$ cat config.mk
export PLATFORM = sky130hd
export DESIGN_NAME = fdd_track_sequencer
export DESIGN_NICKNAME = d
export VERILOG_FILES = /design/src/rtl/fdd_track_sequencer.sv
export SDC_FILE = /design/constraint.sdc
export NUM_CORES = 1
export LEC_CHECK = 0
export BUFFER_PORTS_ARGS = -buffer_cell sky130_fd_sc_hd__buf_4
export CORE_MARGIN = 3
export CORE_UTILIZATION = 25
export CTS_BUF_LIST = sky130_fd_sc_hd__clkbuf_16
export CTS_CLUSTER_SIZE = 10
export DETAILED_ROUTE_END_ITERATION = 10
export PLACE_DENSITY = 0.5
export SETUP_SLACK_MARGIN = 0.02
export SLEW_MARGIN = 10
export SYNTH_ARGS = -nofsm -noshare
export SYNTH_HDL_FRONTEND = slang
export SYNTH_SLANG_ARGS = --single-unit
$ cat constraint.sdc
create_clock -name clk_sys -period 7 [get_ports clk_sys]
set_clock_uncertainty 0.05 [all_clocks]
set_input_delay 0.7 -clock clk_sys [delete_from_list [all_inputs] [get_ports clk_sys]]
set_output_delay 0.7 -clock clk_sys [all_outputs]
set_load 0.02 [all_outputs]
$ cat src/rtl/fdd_track_sequencer.sv
// Disk II track buffer sequencer: loads a whole track from the SD image,
// flushes a modified track back first, and stalls the CPU while busy.
module fdd_track_sequencer #(
    parameter int SECTORS = 13,
    parameter int TRACK_W = 6
) (
    input  logic               clk_sys,
    input  logic               reset,
    input  logic [TRACK_W-1:0] track,
    input  logic               img_mounted,
    input  logic               img_present,
    input  logic               img_readonly,
    input  logic               buf_we,
    input  logic               sd_ack,
    output logic               sd_rd,
    output logic               sd_wr,
    output logic [31:0]        sd_lba,
    output logic [3:0]         track_sec,
    output logic               cpu_wait,
    output logic               dirty
);

    typedef enum logic [2:0] {
        IDLE,
        WREQ,
        WXFER,
        RREQ,
        RXFER
    } state_t;

    localparam logic [3:0] LAST = 4'(SECTORS - 1);

    state_t             state;
    logic [3:0]         sec;
    logic [TRACK_W-1:0] cur_trk;
    logic [TRACK_W-1:0] tgt;
    logic               loaded_valid;
    logic               old_ack;

    logic ack_rise;
    logic ack_fall;
    logic need_load;
    logic [3:0] sec_next;

    function automatic logic [31:0] lba_of(input logic [TRACK_W-1:0] t,
                                           input logic [3:0] s);
        return 32'(SECTORS) * 32'(t) + 32'(s);
    endfunction

    // Edge detection on the acknowledge and the track-mismatch test.
    // A still-high ack from an aborted transfer blocks new requests.
    always_comb begin
        ack_rise  = sd_ack & ~old_ack;
        ack_fall  = ~sd_ack & old_ack;
        need_load = img_present & ~sd_ack &
                    (~loaded_valid | (track != cur_trk));
        sec_next  = sec + 4'd1;
    end

    // Sequencer state machine with registered request/stall outputs.
    always_ff @(posedge clk_sys or posedge reset) begin
        if (reset) begin
            state        <= IDLE;
            sec          <= 4'd0;
            cur_trk      <= '0;
            tgt          <= '0;
            loaded_valid <= 1'b0;
            old_ack      <= 1'b0;
            sd_rd        <= 1'b0;
            sd_wr        <= 1'b0;
            sd_lba       <= 32'd0;
            track_sec    <= 4'd0;
            cpu_wait     <= 1'b0;
            dirty        <= 1'b0;
        end else begin
            old_ack <= sd_ack;
            if (buf_we & loaded_valid & ~img_readonly) begin
                dirty <= 1'b1;
            end
            if (img_mounted) begin
                dirty        <= 1'b0;
                loaded_valid <= 1'b0;
                sd_rd        <= 1'b0;
                sd_wr        <= 1'b0;
                cpu_wait     <= 1'b0;
                sec          <= 4'd0;
                track_sec    <= 4'd0;
                state        <= IDLE;
            end else begin
                unique case (state)
                    IDLE: begin
                        if (need_load) begin
                            sec       <= 4'd0;
                            track_sec <= 4'd0;
                            cpu_wait  <= 1'b1;
                            if (dirty & loaded_valid) begin
                                sd_wr  <= 1'b1;
                                sd_lba <= lba_of(cur_trk, 4'd0);
                                state  <= WREQ;
                            end else begin
                                sd_rd  <= 1'b1;
                                tgt    <= track;
                                sd_lba <= lba_of(track, 4'd0);
                                state  <= RREQ;
                            end
                        end
                    end
                    WREQ: begin
                        if (ack_rise) begin
                            sd_wr <= 1'b0;
                            state <= WXFER;
                        end
                    end
                    WXFER: begin
                        if (ack_fall) begin
                            if (sec == LAST) begin
                                dirty     <= 1'b0;
                                sec       <= 4'd0;
                                track_sec <= 4'd0;
                                tgt       <= track;
                                sd_lba    <= lba_of(track, 4'd0);
                                sd_rd     <= 1'b1;
                                state     <= RREQ;
                            end else begin
                                sec       <= sec_next;
                                track_sec <= sec_next;
                                sd_lba    <= lba_of(cur_trk, sec_next);
                                sd_wr     <= 1'b1;
                                state     <= WREQ;
                            end
                        end
                    end
                    RREQ: begin
                        if (ack_rise) begin
                            sd_rd <= 1'b0;
                            state <= RXFER;
                        end
                    end
                    RXFER: begin
                        if (ack_fall) begin
                            if (sec == LAST) begin
                                cur_trk      <= tgt;
                                loaded_valid <= 1'b1;
                                cpu_wait     <= 1'b0;
                                state        <= IDLE;
                            end else begin
                                sec       <= sec_next;
                                track_sec <= sec_next;
                                sd_lba    <= lba_of(tgt, sec_next);
                                sd_rd     <= 1'b1;
                                state     <= RREQ;
                            end
                        end
                    end
                    default: state <= IDLE;
                endcase
            end
        end
    end

endmodule
==> impl_metrics.json <==
{
  "async_flop_share_pct": 100,
  "finalNonFillerCells": 684,
  "clk_pin_slew_ns": 0.06,
  "outcome": "completed",
  "leakagePower_nw": 2.23,
  "dr.pass1.iters": 5,
  "io_pins": 53,
  "arrival_ns": 3.66,
  "coreArea_mm2": 0.0154,
  "gp_congestion": 0.903,
  "slew_headroom_pct": 40.8,
  "synth_top_area_share_pct": 22.5,
  "track_usage_pct": 12.3,
  "std_cell_rows": 45,
  "chipWidth_um": 133,
  "syn_area_mm2": 0.00400,
  "layout_common_cells": "65 x ha_1, 49 x inv_1, 36 x dfrtp_1",
  "synth.top_cells.by_area": "dfrtp_1 23%, ha_1 20%, fa_1 5.5%",
  "slew_viol_final": 0,
  "timing_hold_violations_final": 0,
  "synth_edf_count": 0,
  "nets": 562,
  "period_needed_ns": 3.59,
  "ant_nets": 0,
  "drtIter0Drc": 198,
  "p_per_area_mw_per_mm2": 372,
  "cts_buffers": 5,
  "syn-mean-instance-area_um2": 9.01,
  "setup_tns_ns": 0,
  "dieArea_mm2": 0.0176,
  "cts-root-buf": "clkbuf_16",
  "grt_pass1_wl_um": 17400,
  "clockBufferDepth": 2,
  "rsz0062_at_grt": "no",
  "ir_drop_mv": 0.569,
  "fp.dieH_um": 133,
  "vias": 3358,
  "gr-total-overflow": 0,
  "syn_to_final_growth_pct": 12.8,
  "path_max_fanout": 7,
  "layout-drive-gt1-share_pct": 12.3,
  "endpoint_kind": "flop",
  "grt_pass1_vias": 3312,
  "post_cts_buffers": 0,
  "crit_required_ns": 7.08,
  "ctsHoldBuffers": 0,
  "viasPerCell": 4.91,
  "antenna_found_initial": 0,
  "worstSkewPairLatency_ns": 0.28,
  "max_freq_mhz": 279,
  "worstSetupPathType": "reg -> reg",
  "wire_per_inst_um": 15.7,
  "synth-main-ff-cell": "dfrtp_1",
  "wl_um": 10700,
  "setup_viol": 0,
  "port_buffers": 31,
  "rr_worst_depth": 10,
  "ys_ff_latch": 36,
  "yosysSeqAreaShare_pct": 22.5,
  "dp_hpwl_um": 8720,
  "cap_violations": 0,
  "min_path_type": "reg -> reg",
  "start_util_pct": 25.9,
  "netlist_instances": 444,
  "cts_sinks": 36,
  "worst_slew_pin_slew_ns": 0.888,
  "grt_max_degree": 37,
  "min_delay_path_depth": 1,
  "cts_tree": "yes",
  "drc": 0,
  "antenna_cells": 0,
  "synth_area_leader_cell": "dfrtp_1",
  "ctsResizeCount": 0,
  "synth_cell_types": 68,
  "dp_cells": 677,
  "fin_crit_sh_pct": 51.2,
  "layout_commonest_cell": "ha_1",
  "htreeDepth": 2,
  "ys_warn_count": 0,
  "start_kind": "flop"
}
logic make-up after synthesis:
family | share of synthesized area, %
simple gates | 13.2
buf+inv | 9.72
xor+xnor | 4.81
compound gates | 20.2
mux | 3.63
fa+ha+maj | 25.8
flops | 22.5
other cells | 0.0937
final cells by class:
type	instances	area (um2)
clock buffer	5	125
tap	211	264
timing repair buffer	33	248
clock inverter	2	7.51
sequential	36	901
fill	1668	10900
inverter	49	184
multi-input combinational	348	2790
layer usage:
| metal | part of all wire (%) | GRT usage [%] |
|---|---|---|
| met5 | 0 | 0 |
| met4 | 3.1 | 4.73 |
| met3 | 4.6 | 1.79 |
| met2 | 47 | 20.8 |
| met1 | 45 | 15.8 |
metrics by stage:
stage	power [W]	worst slack [ns]	util (%)	cell area, um2	hold slack [ns]
floorplan	0.00119	3.78	-	4080	0.450
global placement	0.00147	3.52	28.4	4380	0.435
detailed placement	0.00148	3.47	28.4	4380	0.431
CTS	0.00170	3.48	29.3	4520	0.455
global route	0.00185	3.29	29.3	4520	0.475
finish	0.00168	3.41	29.3	4520	0.447
state kept, by name, indices dropped and copies added (netlist names):
register and flops:
cpu_wait 1, cur_trk 6, dirty 1, loaded_valid 1, old_ack 1, sd_lba 11, sd_rd 1, sd_wr 1
sec 4, state 3, tgt 6
power breakdown:
part	switching (W)	internal [W]
Clock	0.0000857	0.000127
Sequential	0.0000732	0.000266
Combinational	0.000604	0.000526
Total	0.000763	0.000919
cell usage after synthesis, types with 7 or more instances:
library cell,number
clkbuf_1,7
a21oi_1,27
buf_4,21
fa_1,11
nand2_1,17
a31oi_1,9
o21a_1,11
nor2_1,31
xor2_1,9
o21ai_0,16
ha_1,65
inv_1,49
xnor2_1,13
dfrtp_1,36
critical path, cell delays in order, from the launching register on:
cell and delay [ns]:
dfrtp_1 0.48, ha_1 0.36, fa_1 0.55, inv_1 0.07
fa_1 0.45, xor2_1 0.19, or2_2 0.31, nor4_1 0.46
a21boi_0 0.17, o21ai_0 0.23, a31oi_1 0.11
worst paths after layout:
kind	from	endpoint	slack, ns
setup / recovery	cur_trk[1]$_DFFE_PP0P_	sd_lba[8]$_DFFE_PP0P_	3.41
hold / removal	sd_lba[3]$_DFFE_PP0P_	sd_lba[3]$_DFFE_PP0P_	0.45
setup reg to reg	cur_trk[1]$_DFFE_PP0P_	sd_lba[8]$_DFFE_PP0P_	3.41
hold reg to reg	sd_lba[3]$_DFFE_PP0P_	sd_lba[3]$_DFFE_PP0P_	0.45
max in group asynchronous	reset	cur_trk[4]$_DFFE_PP0P_	6.06
min in group asynchronous	reset	sd_wr$_DFFE_PP0P_	0.50
Power figures use the tool's default switching activity.
